[src/rtl/bg_frame_sequencer_pkg.sv]
// Shared definitions for the background-removal frame sequencer.
// Latency: n/a (types, constants and helpers only).
// Backpressure: n/a.
package bg_frame_sequencer_pkg;

  // Bit positions of the one-hot state vector
  localparam int ST_IDLE      = 0;
  localparam int ST_SUM_START = 1;
  localparam int ST_SUM_WAIT  = 2;
  localparam int ST_ACCUM     = 3;
  localparam int ST_MEAN      = 4;
  localparam int ST_SUM_ACK   = 5;
  localparam int ST_BG_START  = 6;
  localparam int ST_BG_WAIT   = 7;
  localparam int ST_BG_ACK    = 8;
  localparam int ST_FIN       = 9;
  localparam int ST_ABORT     = 10;
  localparam int NUM_ST       = 11;

  typedef enum logic [NUM_ST-1:0] {
    IDLE      = 11'b000_0000_0001,
    SUM_START = 11'b000_0000_0010,
    SUM_WAIT  = 11'b000_0000_0100,
    ACCUM     = 11'b000_0000_1000,
    MEAN      = 11'b000_0001_0000,
    SUM_ACK   = 11'b000_0010_0000,
    BG_START  = 11'b000_0100_0000,
    BG_WAIT   = 11'b000_1000_0000,
    BG_ACK    = 11'b001_0000_0000,
    FIN       = 11'b010_0000_0000,
    ABORT     = 11'b100_0000_0000
  } seq_state_t;

  // Ceiling log2, used for counter widths and the mean shift
  function automatic int log2_f(input int v);
    return $clog2(v);
  endfunction

  // Width of one PE's per-colour sum slice (SUM_W)
  function automatic int sum_w(input int pix_per_pe);
    return 8 * pix_per_pe;
  endfunction

endpackage

[src/rtl/bg_frame_sequencer_mean_accum.sv]
// Walks the PE sum slices, accumulates each colour and divides by pixel count.
// Latency: NUM_PE add cycles, then one load cycle to the registered *_exp.
// Backpressure: none; driven purely by clr/add/load strobes from the FSM.
module bg_mean_accum
  import bg_frame_sequencer_pkg::*;
#(
  parameter int NUM_PE     = 4,
  parameter int PIX_PER_PE = 1
) (
  input  logic                              Clk,
  input  logic                              Reset,
  input  logic                              clr,
  input  logic                              add,
  input  logic                              load,
  input  logic [NUM_PE*8*PIX_PER_PE-1:0]    red_sum_all,
  input  logic [NUM_PE*8*PIX_PER_PE-1:0]    green_sum_all,
  input  logic [NUM_PE*8*PIX_PER_PE-1:0]    blue_sum_all,
  output logic                              last,
  output logic [7:0]                        red_exp,
  output logic [7:0]                        green_exp,
  output logic [7:0]                        blue_exp
);

  localparam int SUM_W = sum_w(PIX_PER_PE);
  localparam int SH    = log2_f(NUM_PE * PIX_PER_PE);
  localparam int ACC_W = 8 + SH;
  localparam int IDX_W = (NUM_PE > 1) ? log2_f(NUM_PE) : 1;

  logic [IDX_W-1:0] idx;
  logic [ACC_W-1:0] red_acc, green_acc, blue_acc;
  logic [ACC_W-1:0] red_shf, green_shf, blue_shf;
  logic [7:0]       red_b   [NUM_PE];
  logic [7:0]       green_b [NUM_PE];
  logic [7:0]       blue_b  [NUM_PE];

  // Only the low byte of each PE slice contributes to the mean
  for (genvar k = 0; k < NUM_PE; k++) begin : g_slice
    assign red_b[k]   = red_sum_all[k*SUM_W +: 8];
    assign green_b[k] = green_sum_all[k*SUM_W +: 8];
    assign blue_b[k]  = blue_sum_all[k*SUM_W +: 8];
  end

  assign last = (idx == IDX_W'(NUM_PE - 1));

  // Power-of-two pixel count, so the divide is a plain shift
  always_comb begin
    red_shf   = red_acc >> SH;
    green_shf = green_acc >> SH;
    blue_shf  = blue_acc >> SH;
  end

  // Accumulators and PE index: cleared per frame, one PE per add cycle
  always_ff @(posedge Clk or posedge Reset) begin
    if (Reset) begin
      idx       <= '0;
      red_acc   <= '0;
      green_acc <= '0;
      blue_acc  <= '0;
    end else if (clr) begin
      idx       <= '0;
      red_acc   <= '0;
      green_acc <= '0;
      blue_acc  <= '0;
    end else if (add) begin
      idx       <= last ? '0 : idx + IDX_W'(1);
      red_acc   <= red_acc + ACC_W'(red_b[idx]);
      green_acc <= green_acc + ACC_W'(green_b[idx]);
      blue_acc  <= blue_acc + ACC_W'(blue_b[idx]);
    end
  end

  // Mean colour registers: loaded once per completed sum phase, held otherwise
  always_ff @(posedge Clk or posedge Reset) begin
    if (Reset) begin
      red_exp   <= '0;
      green_exp <= '0;
      blue_exp  <= '0;
    end else if (load) begin
      red_exp   <= red_shf[7:0];
      green_exp <= green_shf[7:0];
      blue_exp  <= blue_shf[7:0];
    end
  end

endmodule

[src/rtl/bg_frame_sequencer.sv]
// Frame controller: sum pass, mean reduction, background-replace pass, done/abort.
// Latency: Start to Done = 2w + NUM_PE + 7 cycles for PEs finishing w cycles after each strobe.
// Backpressure: Start is ignored while Busy; wait states abort after TIMEOUT cycles.
module bg_frame_sequencer
  import bg_frame_sequencer_pkg::*;
#(
  parameter int NUM_PE     = 4,
  parameter int PIX_PER_PE = 1,
  parameter int TIMEOUT    = 1024
) (
  input  logic                              Clk,
  input  logic                              Reset,
  input  logic                              Start,
  input  logic [NUM_PE-1:0]                 sum_done,
  input  logic [NUM_PE-1:0]                 bg_done,
  input  logic [NUM_PE*8*PIX_PER_PE-1:0]    red_sum_all,
  input  logic [NUM_PE*8*PIX_PER_PE-1:0]    green_sum_all,
  input  logic [NUM_PE*8*PIX_PER_PE-1:0]    blue_sum_all,
  output logic                              Start_Sum,
  output logic                              Start_BgRemoval,
  output logic                              Ack,
  output logic [7:0]                        red_exp,
  output logic [7:0]                        green_exp,
  output logic [7:0]                        blue_exp,
  output logic                              Busy,
  output logic                              Done,
  output logic                              Err
);

  localparam int TMR_W = (TIMEOUT > 1) ? log2_f(TIMEOUT) : 1;

  seq_state_t       state, state_nxt;
  logic [TMR_W-1:0] timer;
  logic             tmo;
  logic             acc_clr, acc_add, acc_load, acc_last;

  assign tmo = (timer == TMR_W'(TIMEOUT - 1));

  // State register
  always_ff @(posedge Clk or posedge Reset) begin
    if (Reset) state <= IDLE;
    else       state <= state_nxt;
  end

  // Next-state decode plus accumulator control; completion beats timeout
  always_comb begin
    state_nxt = state;
    acc_clr   = 1'b0;
    acc_add   = 1'b0;
    acc_load  = 1'b0;
    case (state)
      IDLE:      if (Start) state_nxt = SUM_START;
      SUM_START: begin
        acc_clr   = 1'b1;
        state_nxt = SUM_WAIT;
      end
      SUM_WAIT: begin
        if (&sum_done) state_nxt = ACCUM;
        else if (tmo)  state_nxt = ABORT;
      end
      ACCUM: begin
        acc_add = 1'b1;
        if (acc_last) state_nxt = MEAN;
      end
      MEAN: begin
        acc_load  = 1'b1;
        state_nxt = SUM_ACK;
      end
      SUM_ACK:   state_nxt = BG_START;
      BG_START:  state_nxt = BG_WAIT;
      BG_WAIT: begin
        if (&bg_done) state_nxt = BG_ACK;
        else if (tmo) state_nxt = ABORT;
      end
      BG_ACK:    state_nxt = FIN;
      FIN:       state_nxt = IDLE;
      ABORT:     state_nxt = IDLE;
      default:   state_nxt = IDLE;
    endcase
  end

  // Wait-state timer: zeroed by the start states, saturates at TIMEOUT-1
  always_ff @(posedge Clk or posedge Reset) begin
    if (Reset) begin
      timer <= '0;
    end else if (state == SUM_START || state == BG_START) begin
      timer <= '0;
    end else if ((state == SUM_WAIT || state == BG_WAIT) && !tmo) begin
      timer <= timer + TMR_W'(1);
    end
  end

  // Registered strobes decoded from the next state so they align with it
  always_ff @(posedge Clk or posedge Reset) begin
    if (Reset) begin
      Start_Sum       <= 1'b0;
      Start_BgRemoval <= 1'b0;
      Ack             <= 1'b0;
      Busy            <= 1'b0;
      Done            <= 1'b0;
      Err             <= 1'b0;
    end else begin
      Start_Sum       <= (state_nxt == SUM_START);
      Start_BgRemoval <= (state_nxt == BG_START);
      Ack             <= (state_nxt == SUM_ACK) || (state_nxt == BG_ACK) ||
                         (state_nxt == ABORT);
      Busy            <= (state_nxt != IDLE);
      Done            <= (state_nxt == FIN);
      Err             <= (state_nxt == ABORT);
    end
  end

  bg_mean_accum #(
    .NUM_PE     (NUM_PE),
    .PIX_PER_PE (PIX_PER_PE)
  ) u_mean (
    .Clk           (Clk),
    .Reset         (Reset),
    .clr           (acc_clr),
    .add           (acc_add),
    .load          (acc_load),
    .red_sum_all   (red_sum_all),
    .green_sum_all (green_sum_all),
    .blue_sum_all  (blue_sum_all),
    .last          (acc_last),
    .red_exp       (red_exp),
    .green_exp     (green_exp),
    .blue_exp      (blue_exp)
  );

endmodule

[config.mk]
export PLATFORM = sky130hd
export DESIGN_NAME = bg_frame_sequencer
export DESIGN_NICKNAME = d
export VERILOG_FILES = /design/src/rtl/bg_frame_sequencer_pkg.sv /design/src/rtl/bg_frame_sequencer_mean_accum.sv /design/src/rtl/bg_frame_sequencer.sv
export SDC_FILE = /design/constraint.sdc
export NUM_CORES = 1
export LEC_CHECK = 0
export CAP_MARGIN = 30
export CORE_UTILIZATION = 51
export CTS_BUF_LIST = sky130_fd_sc_hd__clkbuf_2 sky130_fd_sc_hd__clkbuf_4 sky130_fd_sc_hd__clkbuf_8
export DETAILED_ROUTE_END_ITERATION = 6
export PLACE_DENSITY = 0.83
export SLEW_MARGIN = 20
export SYNTH_ARGS = -nofsm -noshare
export SYNTH_HDL_FRONTEND = slang
export SYNTH_SLANG_ARGS = --single-unit
[constraint.sdc]
create_clock -name Clk -period 3.6 [get_ports Clk]
set_input_delay 1.08 -clock Clk [delete_from_list [all_inputs] [get_ports Clk]]
set_output_delay 1.08 -clock Clk [all_outputs]
set_load 0.02 [all_outputs]
# Word level (Yosys, flattened, before mapping)
# Cells that the tools add are included.
# W data, S select, Z words.
[word_totals]
word_cells = 79
reg_bits = 83
input_bits = 107
out_inout_bits = 30
memories = 0
latchBits = 0
rom_bits = 0
mem_bits_rw = 0
[op_classes]
shift = 0
bitwise = 1
n_mux = 29
n_mul = 0
add_sub_neg = 5
n_eq_ne = 18
magnitude_cmp = 1
n_reduce_logical = 10
div_mod_pow = 0
[op_table]
columns = ["operator", "n"]
rows = [
  ["$pmux W11 S9", 1],
  ["$mux W10", 8],
  ["$mux W11", 5],
  ["$bmux W8 S2", 3],
  ["$mux W8", 6],
  ["$add A10 B8 Y10", 3],
  ["$eq A11 B2 Y1 const B", 2],
  ["$eq A11 B6 Y1 const B", 2],
  ["$eq A11 B7 Y1 const B", 2],
  ["$eq A11 B9 Y1 const B", 2],
  ["$eq A11 B1 Y1 const B", 1],
  ["$eq A11 B10 Y1 const B", 1],
  ["$eq A11 B11 Y1 const B", 1],
  ["$eq A11 B3 Y1 const B", 1],
  ["$eq A11 B4 Y1 const B", 1],
  ["$eq A11 B5 Y1 const B", 1],
  ["$eq A11 B8 Y1 const B", 1],
  ["$ne A11 B1 Y1 const B", 1],
  ["$add A10 B1 Y10 const B", 1],
  ["$eq A10 B10 Y1 const B", 1],
  ["$reduce_and A4 Y1", 2],
  ["$mux W2", 3],
  ["$logic_or A1 B1 Y1", 4],
  ["$reduce_bool A2 Y1", 2],
  ["7 further kinds", 9],
]

# Depth between registers and ports, before layout
[logic_depth]
word_depth = 7
ltp_mapped = 10
ltp_nobuf = 8

# Hierarchy
# From an unflattened synthesis, not the netlist that was laid out.
[hier_totals]
cells_unflattened = 530
area_unflattened_um2 = 5725.5
[by_module_without_submodules]
columns = ["module", "cells_per_inst", "area_per_inst_um2", "seq_area_each_um2", "instances"]
rows = [
  ["bg_mean_accum", 382, 4140.2, 1401.3, 1],
  ["bg_frame_sequencer", 148, 1585.3, 676.9, 1],
]

# Worst setup path after synthesis
# OpenSTA, ideal clock, no wires.
[synth_path]
path_kind = "input to register"
startpoint = "input blue_sum_all[24]"
endpoint = "register u_mean.blue_acc[8]"
setup_slack_ns = 0.404
setup_time_ns = 0.126
t_required_ns = 3.474
arrival_time_ns = 3.070
n_path_buf = 0
path_stages = 8
path_cell_list = "mux4_2 -> ha_1 -> fa_1 -> a211oi_1 -> o21ai_0 -> a211oi_1 -> or3_1 -> a21oi_1"
[synth_between]
elab_chain_len = 6
[synth_lines]
columns = ["item", "line_no", "source"]
rows = [
  ["start, declared", "bg_frame_sequencer.sv:18", "input logic [NUM_PE*8*PIX_PER_PE-1:0] blue_sum_all,"],
  ["$bmux W8 S2", "bg_frame_sequencer_mean_accum.sv:68", "blue_acc <= blue_acc + ACC_W'(blue_b[idx]);"],
  ["$mux W8 (not written as such) (2 in series)", "bg_frame_sequencer_mean_accum.sv:68", ""],
  ["$add A10 B8 Y10", "bg_frame_sequencer_mean_accum.sv:68", ""],
  ["$mux W10", "bg_frame_sequencer_mean_accum.sv:64", "end else if (add) begin"],
  ["$mux W10", "bg_frame_sequencer_mean_accum.sv:59", "end else if (clr) begin"],
  ["end signal, assigned", "bg_frame_sequencer_mean_accum.sv:68", ""],
  ["end, declared", "bg_frame_sequencer_mean_accum.sv:30", "logic [ACC_W-1:0] red_acc, green_acc, blue_acc;"],
]
# No other way between the ends. The select of a mux whose other input is x is not followed.
# A chain may end at the register's enable or synchronous reset.

# Worst setup path in the final report
# Same ends and word-level chain as after synthesis.

==> impl_metrics.py <==
metrics = {
    "outcome": {
        "status": "complete, no violations",
    },
    "synth": {
        "synth_compound_area_share_pct": 14.24,
        "synth.distinct_cells": 60,
        "synth_xor_area_share_pct": 2.713,
        "synth_flop_cell": "dfrtp_1",
        "synth_enable_flop_cells": 0,
        "synth_seq_cells": 83,
        "async_flop_share_pct": 100.0,
        "synth_top_area_share_pct": 39.72,
        "synth_cells": 511,
        "yosys.area_share.simple_pct": 21.07,
        "yosysTopAreaCell": "dfrtp_1",
        "synthTopCellsByArea": "dfrtp_1, mux4_2, nand2_1",
        "synth_top_family_by_area": "simple AND/OR/NAND/NOR gates",
        "yosys_warnings": 0,
        "ys_seq_area_share_pct": 40.23,
        "syn-num-nets": 647,
        "postSynthAreaPerCell_um2": 10.11,
        "synth_area_um2": 5166,
        "synth_mux_area_share_pct": 11.04,
        "synth-adder-area-share_pct": 7.459,
    },
    "floorplanning": {
        "rows": 36,
        "die_y_um": 102.6,
        "die_x_um": 102.6,
        "io_pins": 137,
        "start_util_pct": 52.85,
        "fp.dieArea_um2": 10540,
        "coreArea_um2": 9774,
    },
    "pwr": {
        "p_comb_share_pct": 36.8,
        "internal-power_w": 0.001913,
        "power.clock.fraction_pct": 23.3,
        "power_frac_seq_pct": 39.9,
        "total_power_w": 0.002953,
        "p_sw_w": 0.001040,
        "p_leak_nw": 3.000,
        "p_per_area_nw_per_um2": 428.0,
        "swShare_pct": 35.21,
        "ir_drop_uv": 206.0,
    },
    "setup_path": {
        "r2r_slack_ns": 0.52,
        "crit_path_start_kind": "input port",
        "crit_fanout": 2,
        "end_kind": "register",
        "reg2reg_from": "u_mean.idx[0]",
        "cp.required_ns": 3.89,
        "path_class": "in -> reg",
        "reg2reg_depth": 8,
        "r2r_end": "u_mean.blue_acc[8]",
        "worstPathArrival_ns": 3.71,
    },
    "sta": {
        "worst_pin_slew_ns": 0.9443,
        "fmax_mhz": 292.2,
        "rsz0062_at_grt": "no",
        "period_needed_ns": 3.423,
        "skew_ns": 0.007068,
        "setup_viol": 0,
        "finalHoldViolations": 0,
        "drv_slew": 0,
        "relSlewSlack_pct": 36.70,
        "timing.final.crit_share_pct": 95.08,
    },
    "clock_network": {
        "cts_tree": "done",
        "post_cts_resized": 0,
        "cts-htree-levels": 3,
        "clk_transition_reported_paths_ns": 0.09,
        "ctsHoldBuffers": 0,
        "clk_path_buf_depth": 2,
        "cts_made_buffers": 9,
        "cts_setup_buffers": 0,
        "worstSkewPairLatency_ns": 0.37,
        "root_buffer": "clkbuf_8",
        "cts.sinks": 83,
    },
    "global_route": {
        "grt_overflow": 0,
        "grt_pass1_vias": 4793,
        "antenna_found_initial": 0,
        "grt_max_degree": 84,
        "grt_first_pass_wirelength_um": 21960,
        "grt_usage_pct": 27.30,
    },
    "min_path": {
        "hold_depth": 2,
        "hold_end": "u_mean.green_exp[5]",
        "min_path_type": "reg -> reg",
        "hp-start": "u_mean.green_exp[5]",
    },
    "drt": {
        "num_vias": 4592,
        "wl_um": 12760,
        "drt_iter0_drc": 288,
        "postRouteAntennaNets": 0,
        "routedWlPerCell_um": 16.17,
        "first_pass_iters": 4,
        "drc_errors": 0,
        "via_per_inst": 5.820,
    },
    "flow_run": {
        "maxCapViolations": 0,
    },
    "placement": {
        "dp_cells": 773,
        "hpwlAfterDp_um": 9733,
        "place_area_um2": 6698,
        "portBuffers": 136,
        "gp_congestion": 0.8546,
    },
    "final_layout": {
        "utilization_pct": 70.58,
        "fillCellCount": 728,
        "final_layout_size_suffix_gt1_share_pct": 11.74,
        "finalNonFillerCells": 789,
        "area_growth_pct": 33.54,
        "num-nets-final": 787,
        "n_antenna_cell": 0,
        "design_area_um2": 6899,
    },
}
## metal layers
metal / vias to the layer above / wire length [µm] / GRT usage (%)
met5: - / 0 / 0
met4: 0 / 172 / 12.20
met3: 12 / 866 / 5.492
met2: 169 / 6508 / 45.95
met1: 2241 / 5211 / 34.09
li1: 2170 / - / -
## registers in the layout, indices dropped and copies added (netlist names), 2 cells and up
name / count
u_mean.green_exp: 8
u_mean.red_exp: 8
u_mean.green_acc: 10
u_mean.blue_acc: 10
timer: 10
u_mean.blue_exp: 8
u_mean.red_acc: 10
state: 11
u_mean.idx: 2
## power by group through the flow
stage               logic (W)  registers (W)  clock network (W)
floorplan            0.000736        0.00117                  0
global placement      0.00102        0.00118                  0
detailed placement    0.00107        0.00119                  0
CTS                   0.00108        0.00118           0.000701
global route          0.00122        0.00119           0.000740
finish                0.00109        0.00118           0.000688
## cell type report
cell class	count	area [µm²]	share of cell area (%)
tap	133	166.4	2.412
multi-input combinational	397	2920	42.33
clock inverter	6	63.81	0.9249
sequential	83	2078	30.12
clock buffer	10	137.6	1.995
inverter	6	23.77	0.3446
timing repair buffer	154	1509	21.87
## how the worst max path moves through the flow
stage,startpoint,to,slack [ns],cells after the start
5_1_grt,red_sum_all[8],u_mean.red_acc[8],0.07,9
3_5_place_dp,red_sum_all[0],u_mean.red_acc[8],-0.10,9
6_report,blue_sum_all[24],u_mean.blue_acc[8],0.18,9
4_1_cts,blue_sum_all[24],u_mean.blue_acc[8],0.23,9
2_1_floorplan,Reset,Ack,0.38,1
3_3_place_gp,red_sum_all[0],u_mean.red_acc[8],-0.07,9
## layout by cell type (no fill, tap or decap), types with 4 or more instances in the layout
cell type        instances
ha_1                    26
o21ai_0                 38
dfrtp_1                 82
nor3_1                   6
clkbuf_8                10
xnor2_1                 10
nor4_2                   4
a21oi_1                 12
o21a_1                   5
or3_1                    5
o21bai_1                 5
nand4_1                 11
o21ai_1                  7
xor2_1                   6
nor2b_1                  4
a211oi_1                16
nor3b_1                  4
clkdlybuf4s50_1        136
inv_1                    4
nand2_1                103
buf_4                   17
mux4_2                  24
nor4b_1                  6
a21o_1                   8
nor2_1                  29
nand3_1                 14
a22o_1                   8
## stage by stage
stage	hold WS (ns)	worst slack (ns)	setup TNS, ns
floorplan	0.4481	0.3849	0
global placement	0.4619	-0.07165	-0.1273
detailed placement	0.4627	-0.1037	-0.2995
CTS	0.4844	0.2268	0
global route	0.5088	0.06859	0
finish	0.4780	0.1772	0
## critical path, stage by stage
cell	delay, ns
clkdlybuf4s50_1	0.39
mux4_2	0.47
ha_1	0.24
fa_1	0.44
a211oi_1	0.32
o21ai_0	0.21
a211oi_1	0.28
o21ai_0	0.13
a21oi_1	0.14
## cell families (layout without fill, tap and decap cells)
family | Yosys count | in the layout
simple gates | 211 | 211
mux | 27 | 27
xor+xnor | 16 | 16
buf+inv | 31 | 176
compound gates | 114 | 114
fa+ha+maj | 29 | 29
flops | 83 | 83
## cells in the mapped netlist, types with 7 or more instances
library cell	n
a211oi_1	16
a21o_1	8
a21oi_1	12
a22o_1	8
buf_2	11
dfrtp_1	82
ha_1	26
mux4_2	24
nand2_1	103
nand3_1	14
nand4_1	11
nor2_1	29
o21ai_0	38
o21ai_1	7
xnor2_1	10
Note: power is estimated with default switching activity, not from simulation.
